--- src/rtl/bomb_control.sv ---
// Single-bomb controller: fuse, explosion and cooldown phases, plus the
// per-pixel bomb tile and explosion cross masks.
module bomb_control #(
  parameter int unsigned FUSE_CYCLES = 150000000,
  parameter int unsigned EXP_CYCLES  = 50000000,
  parameter int unsigned COOL_CYCLES = 25000000,
  parameter int unsigned EXP_RANGE   = 2,
  parameter int unsigned X_ARENA_L   = 48,
  parameter int unsigned Y_ARENA_U   = 32,
  parameter int unsigned TILES_X     = 33,
  parameter int unsigned TILES_Y     = 26
) (
  input  logic       clk,
  input  logic       reset,
  input  logic       display_on,
  input  logic [9:0] x,
  input  logic [9:0] y,
  input  logic [9:0] x_b,
  input  logic [9:0] y_b,
  input  logic       bomb_btn,
  output logic       bomb_active,
  output logic       bomb_on,
  output logic       exp_on,
  output logic       post_exp_active,
  output logic       exp_done,
  output logic [5:0] bomb_x_abm,
  output logic [5:0] bomb_y_abm
);

  localparam int unsigned CNT_W = 28;
  localparam logic [CNT_W-1:0] FUSE_LAST = CNT_W'(FUSE_CYCLES - 1);
  localparam logic [CNT_W-1:0] EXP_LAST  = CNT_W'(EXP_CYCLES - 1);
  localparam logic [CNT_W-1:0] COOL_LAST = CNT_W'(COOL_CYCLES - 1);
  localparam logic [9:0] X_L   = 10'(X_ARENA_L);
  localparam logic [9:0] Y_U   = 10'(Y_ARENA_U);
  localparam logic [9:0] X_END = 10'(X_ARENA_L + 16 * TILES_X);
  localparam logic [9:0] Y_END = 10'(Y_ARENA_U + 16 * TILES_Y);
  localparam logic [9:0] RANGE = 10'(EXP_RANGE);

  typedef enum logic [1:0] {IDLE, FUSE, POST_EXP, COOLDOWN} state_t;

  state_t           state, state_n;
  logic [CNT_W-1:0] cnt, cnt_n;
  logic             btn_q;
  logic             place;
  logic [5:0]       tx, ty;
  logic [5:0]       bx_n, by_n;
  logic             exp_done_n;

  assign place = bomb_btn & ~btn_q;

  // Bomberman tile from the centre of the lower 16x16 hitbox
  assign tx = 6'((x_b + 10'd8 - X_L) >> 4);
  assign ty = 6'((y_b + 10'd16 - Y_U) >> 4);

  always_ff @(posedge clk) begin
    if (reset) begin
      state           <= IDLE;
      cnt             <= '0;
      btn_q           <= 1'b0;
      bomb_x_abm      <= '0;
      bomb_y_abm      <= '0;
      bomb_active     <= 1'b0;
      post_exp_active <= 1'b0;
      exp_done        <= 1'b0;
    end else begin
      state           <= state_n;
      cnt             <= cnt_n;
      btn_q           <= bomb_btn;
      bomb_x_abm      <= bx_n;
      bomb_y_abm      <= by_n;
      bomb_active     <= (state_n == FUSE);
      post_exp_active <= (state_n == POST_EXP);
      exp_done        <= exp_done_n;
    end
  end

  always_comb begin
    state_n    = state;
    cnt_n      = cnt;
    bx_n       = bomb_x_abm;
    by_n       = bomb_y_abm;
    exp_done_n = 1'b0;
    case (state)
      IDLE: begin
        if (place) begin
          state_n = FUSE;
          cnt_n   = '0;
          bx_n    = tx;
          by_n    = ty;
        end
      end
      FUSE: begin
        if (cnt == FUSE_LAST) begin
          state_n = POST_EXP;
          cnt_n   = '0;
        end else begin
          cnt_n = cnt + CNT_W'(1);
        end
      end
      POST_EXP: begin
        if (cnt == EXP_LAST) begin
          state_n    = COOLDOWN;
          cnt_n      = '0;
          exp_done_n = 1'b1;
        end else begin
          cnt_n = cnt + CNT_W'(1);
        end
      end
      COOLDOWN: begin
        if (cnt == COOL_LAST) begin
          state_n = IDLE;
          cnt_n   = '0;
        end else begin
          cnt_n = cnt + CNT_W'(1);
        end
      end
      default: begin
        state_n = IDLE;
        cnt_n   = '0;
      end
    endcase
  end

  // Pixel masks: same-cycle with x/y, gated by the registered phase flags
  logic [9:0] px, py, bx10, by10, dx, dy;
  logic       in_arena, centre, h_arm, v_arm;

  assign px   = (x - X_L) >> 4;
  assign py   = (y - Y_U) >> 4;
  assign bx10 = {4'd0, bomb_x_abm};
  assign by10 = {4'd0, bomb_y_abm};
  assign dx   = (px >= bx10) ? (px - bx10) : (bx10 - px);
  assign dy   = (py >= by10) ? (py - by10) : (by10 - py);

  assign in_arena = (x >= X_L) && (x < X_END) && (y >= Y_U) && (y < Y_END);
  assign centre   = (px == bx10) && (py == by10);
  // An arm whose first step is a pillar is blocked entirely
  assign h_arm    = (py == by10) && (dx <= RANGE) && bomb_y_abm[0];
  assign v_arm    = (px == bx10) && (dy <= RANGE) && !bomb_x_abm[0];

  assign bomb_on = bomb_active & display_on & in_arena & centre;
  assign exp_on  = post_exp_active & display_on & in_arena & (centre | h_arm | v_arm);

endmodule

--- config.mk ---
export PLATFORM = sky130hd
export DESIGN_NAME = bomb_control
export DESIGN_NICKNAME = d
export VERILOG_FILES = /design/src/rtl/bomb_control.sv
export SDC_FILE = /design/constraint.sdc
export NUM_CORES = 1
export LEC_CHECK = 0
export BUFFER_PORTS_ARGS = -buffer_cell sky130_fd_sc_hd__buf_2
export CORE_UTILIZATION = 52
export CTS_BUF_LIST = sky130_fd_sc_hd__clkbuf_16
export DETAILED_ROUTE_END_ITERATION = 10
export GPL_ROUTABILITY_DRIVEN = 0
export MAX_ROUTING_LAYER = met4
export PLACE_DENSITY = 0.77
export SLEW_MARGIN = 20
export SYNTH_ARGS = -nofsm -noshare
export SYNTH_HDL_FRONTEND = slang
export SYNTH_SLANG_ARGS = --single-unit
export TNS_END_PERCENT = 50
--- constraint.sdc ---
create_clock -name clk -period 3.2 [get_ports clk]
set_input_delay 0.64 -clock clk [delete_from_list [all_inputs] [get_ports clk]]
set_output_delay 0.64 -clock clk [all_outputs]
set_load 0.02 [all_outputs]
==> results.sh <==
export IMPL_ys_warn_count=0
export IMPL_netlist_area_um2=3640
export IMPL_hold_viol=0
export IMPL_crit_path_end_kind="output pin"
export IMPL_post_drt_wl_per_cell_um=15.3
export IMPL_async_flop_share=0
export IMPL_period_minus_slack_ns=3.50
export IMPL_num_nets_final=639
export IMPL_io_buffers=49
export IMPL_netlist_area_leader_share=0.253
export IMPL_skew_ns=0.00554
export IMPL_ys_seq_area_frac=0.253
export IMPL_worstHoldPathType="flop to flop"
export IMPL_setup_ws_ns=-0.300
export IMPL_critPathLaunchType="primary input"
export IMPL_slew_viol_final=0
export IMPL_postCtsHoldBufs=0
export IMPL_crit_type="primary input to output pin"
export IMPL_die_y_um=85.6
export IMPL_grt_max_degree=29
export IMPL_grt_use_total=0.268
export IMPL_vias=3793
export IMPL_finalCritPeriodShare=1.09
export IMPL_antennaDiodeCount=0
export IMPL_root_buffer="clkbuf_16"
export IMPL_vias_per_cell=5.91
export IMPL_final_util=0.700
export IMPL_first_pass_iters=7
export IMPL_arrival_ns=2.86
export IMPL_grt_ovfl_total=0
export IMPL_grt_pass1_vias=3462
export IMPL_crit_required_ns=2.56
export IMPL_synth_edf_count=0
export IMPL_setup_viol=2
export IMPL_synth_top_area_cell="dfxtp_1"
export IMPL_cts_sinks=46
export IMPL_status="finished with violations"
export IMPL_cts_clk_slew_worst_paths_ns=0.06
export IMPL_routed_wl_mm=9.85
export IMPL_fmax_ghz=0.286
export IMPL_dieWidth_um=85.6
export IMPL_maxCapViolations=0
export IMPL_coreArea_um2=6760
export IMPL_post_place_ws_ns=-0.572
export IMPL_rsz0062_at_grt="true"
export IMPL_setup_tns_ns=-0.478
export IMPL_finalNonFillerCells=642
export IMPL_die_area_um2=7330
export IMPL_ys_types=58
export IMPL_critPathMaxFanout=4
export IMPL_drtIter0Drc=178
export IMPL_avgSynthCellArea_um2=7.74
export IMPL_p_leak_nw=1.98
export IMPL_grt_first_pass_wirelength_mm=15.5
export IMPL_drc=0
export IMPL_placementRows=30
export IMPL_drive_gt1_frac=0.288
export IMPL_num_io_pins=61
export IMPL_p_total_mw=1.79
export IMPL_cts_buffers_inserted=5
export IMPL_timing_slew_headroom=0.572
export IMPL_vdd_drop_max_v=0.000293
export IMPL_ant_nets=0
export IMPL_tightest_slew_ns=0.633
export IMPL_cts_tree="built"
export IMPL_antenna_found_initial=0
export IMPL_synth_common_cells="48 x inv_1, 48 x nor2_1, 46 x dfxtp_1"
export IMPL_clock_latency_ns=0.28
export IMPL_synth_seq_cells=46
export IMPL_p_per_area_nw_per_um2=378
export IMPL_htree_levels=2
export IMPL_synthToLayoutAreaGrowth_pct=30.1
export IMPL_hpwl_mm=6.89
export IMPL_start_util=0.538
export IMPL_synthCells=470
export IMPL_violations="negative setup slack"
export IMPL_place_inst=626
export IMPL_cts_buffer_depth=2
export IMPL_dominantRegCellSynth="dfxtp_1"
export IMPL_syn_nets=548
export IMPL_yosys_top_cells_area="dfxtp_1 25%, ha_1 10%, inv_1 5.0%"
[cells in the final DEF, fill, tap and decap left out, drive strengths merged, types with 3 or more instances in the layout]
| cell | n |
|---|---|
| a211oi | 13 |
| a21o | 8 |
| a21oi | 22 |
| a22o | 6 |
| a31oi | 3 |
| and3 | 4 |
| buf | 102 |
| clkbuf | 5 |
| dfxtp | 46 |
| fa | 4 |
| ha | 30 |
| inv | 49 |
| mux2i | 11 |
| nand2 | 33 |
| nand3 | 19 |
| nand4 | 10 |
| nor2 | 48 |
| nor2b | 8 |
| nor3 | 23 |
| nor3b | 3 |
| nor4 | 10 |
| o211ai | 3 |
| o21a | 4 |
| o21ai | 26 |
| o22ai | 3 |
| o31ai | 4 |
| or3 | 8 |
| or4 | 4 |
| xnor2 | 12 |
| xor2 | 12 |
[final cells by class]
type / instances / area, um2
clock buffer: 5 / 125
sequential: 46 / 921
tap: 80 / 100
clock inverter: 3 / 12.5
timing repair buffer: 102 / 674
multi-input combinational: 358 / 2720
fill: 524 / 2030
inverter: 48 / 180
[path summary, 6_finish.rpt]
path | start | endpoint | slack, ns | cells after the start
setup reg to reg | cnt[0]$_SDFFE_PP0P_ | cnt[15]$_SDFFE_PP0P_ | 0.49 | 9
setup / recovery | y[6] | exp_on | -0.30 | 12
hold / removal | cnt[22]$_SDFFE_PP0P_ | cnt[22]$_SDFFE_PP0P_ | 0.51 | 2
hold reg to reg | cnt[22]$_SDFFE_PP0P_ | cnt[22]$_SDFFE_PP0P_ | 0.51 | 2
[report_power, final]
part	total, mW	switching [mW]	internal (mW)
combinational	0.683	0.356	0.327
sequential	0.619	0.0260	0.593
clock	0.484	0.202	0.282
total	1.79	0.584	1.20
[cells by family after synthesis]
group | synth area share
buffers and inverters | 0.0767
AOI/OAI and AO/OA | 0.187
adders and majority gates | 0.125
DFF | 0.253
xor gates and xnor gates | 0.0578
and+or+nand+nor | 0.269
muxes | 0.0303
[registers in the layout, indices dropped and copies added (netlist names)]
signal	cells
state	2
bomb_active	1
bomb_y_abm	6
exp_done	1
bomb_x_abm	6
btn_q	1
post_exp_active	1
cnt	28
[repair_timing]
action	CTS	global route
pin swaps	23	25
setup endpoints to repair	2	2
resized for setup	40	21
setup buffers	5	3
[stage by stage]
stage / instance area [um2] / hold slack (ns)
3_5_place_dp: 4260 / 0.503
3_3_place_gp: 4260 / 0.485
4_1_cts: 4600 / 0.518
2_1_floorplan: 3680 / 0.460
5_1_grt: 4730 / 0.540
6_report: 4730 / 0.515
[per-layer routing]
metal / vias up / global-route usage / share of wire
met4: 0 / 0.0894 / 0.024
met1: 1767 / 0.308 / 0.41
met5: - / - / 0
li1: 1847 / - / -
met3: 31 / 0.0395 / 0.053
met2: 148 / 0.478 / 0.51
[worst max-delay path, cell delays in order]
cell	delay [ns]
buf_6	0.11
nor3_4	0.23
xor2_2	0.24
ha_4	0.26
nand3_2	0.09
o21bai_1	0.11
o211ai_1	0.15
buf_4	0.18
a21oi_2	0.21
o21ai_2	0.11
a2111oi_4	0.35
buf_4	0.19
(Power assumes the default switching activity.)
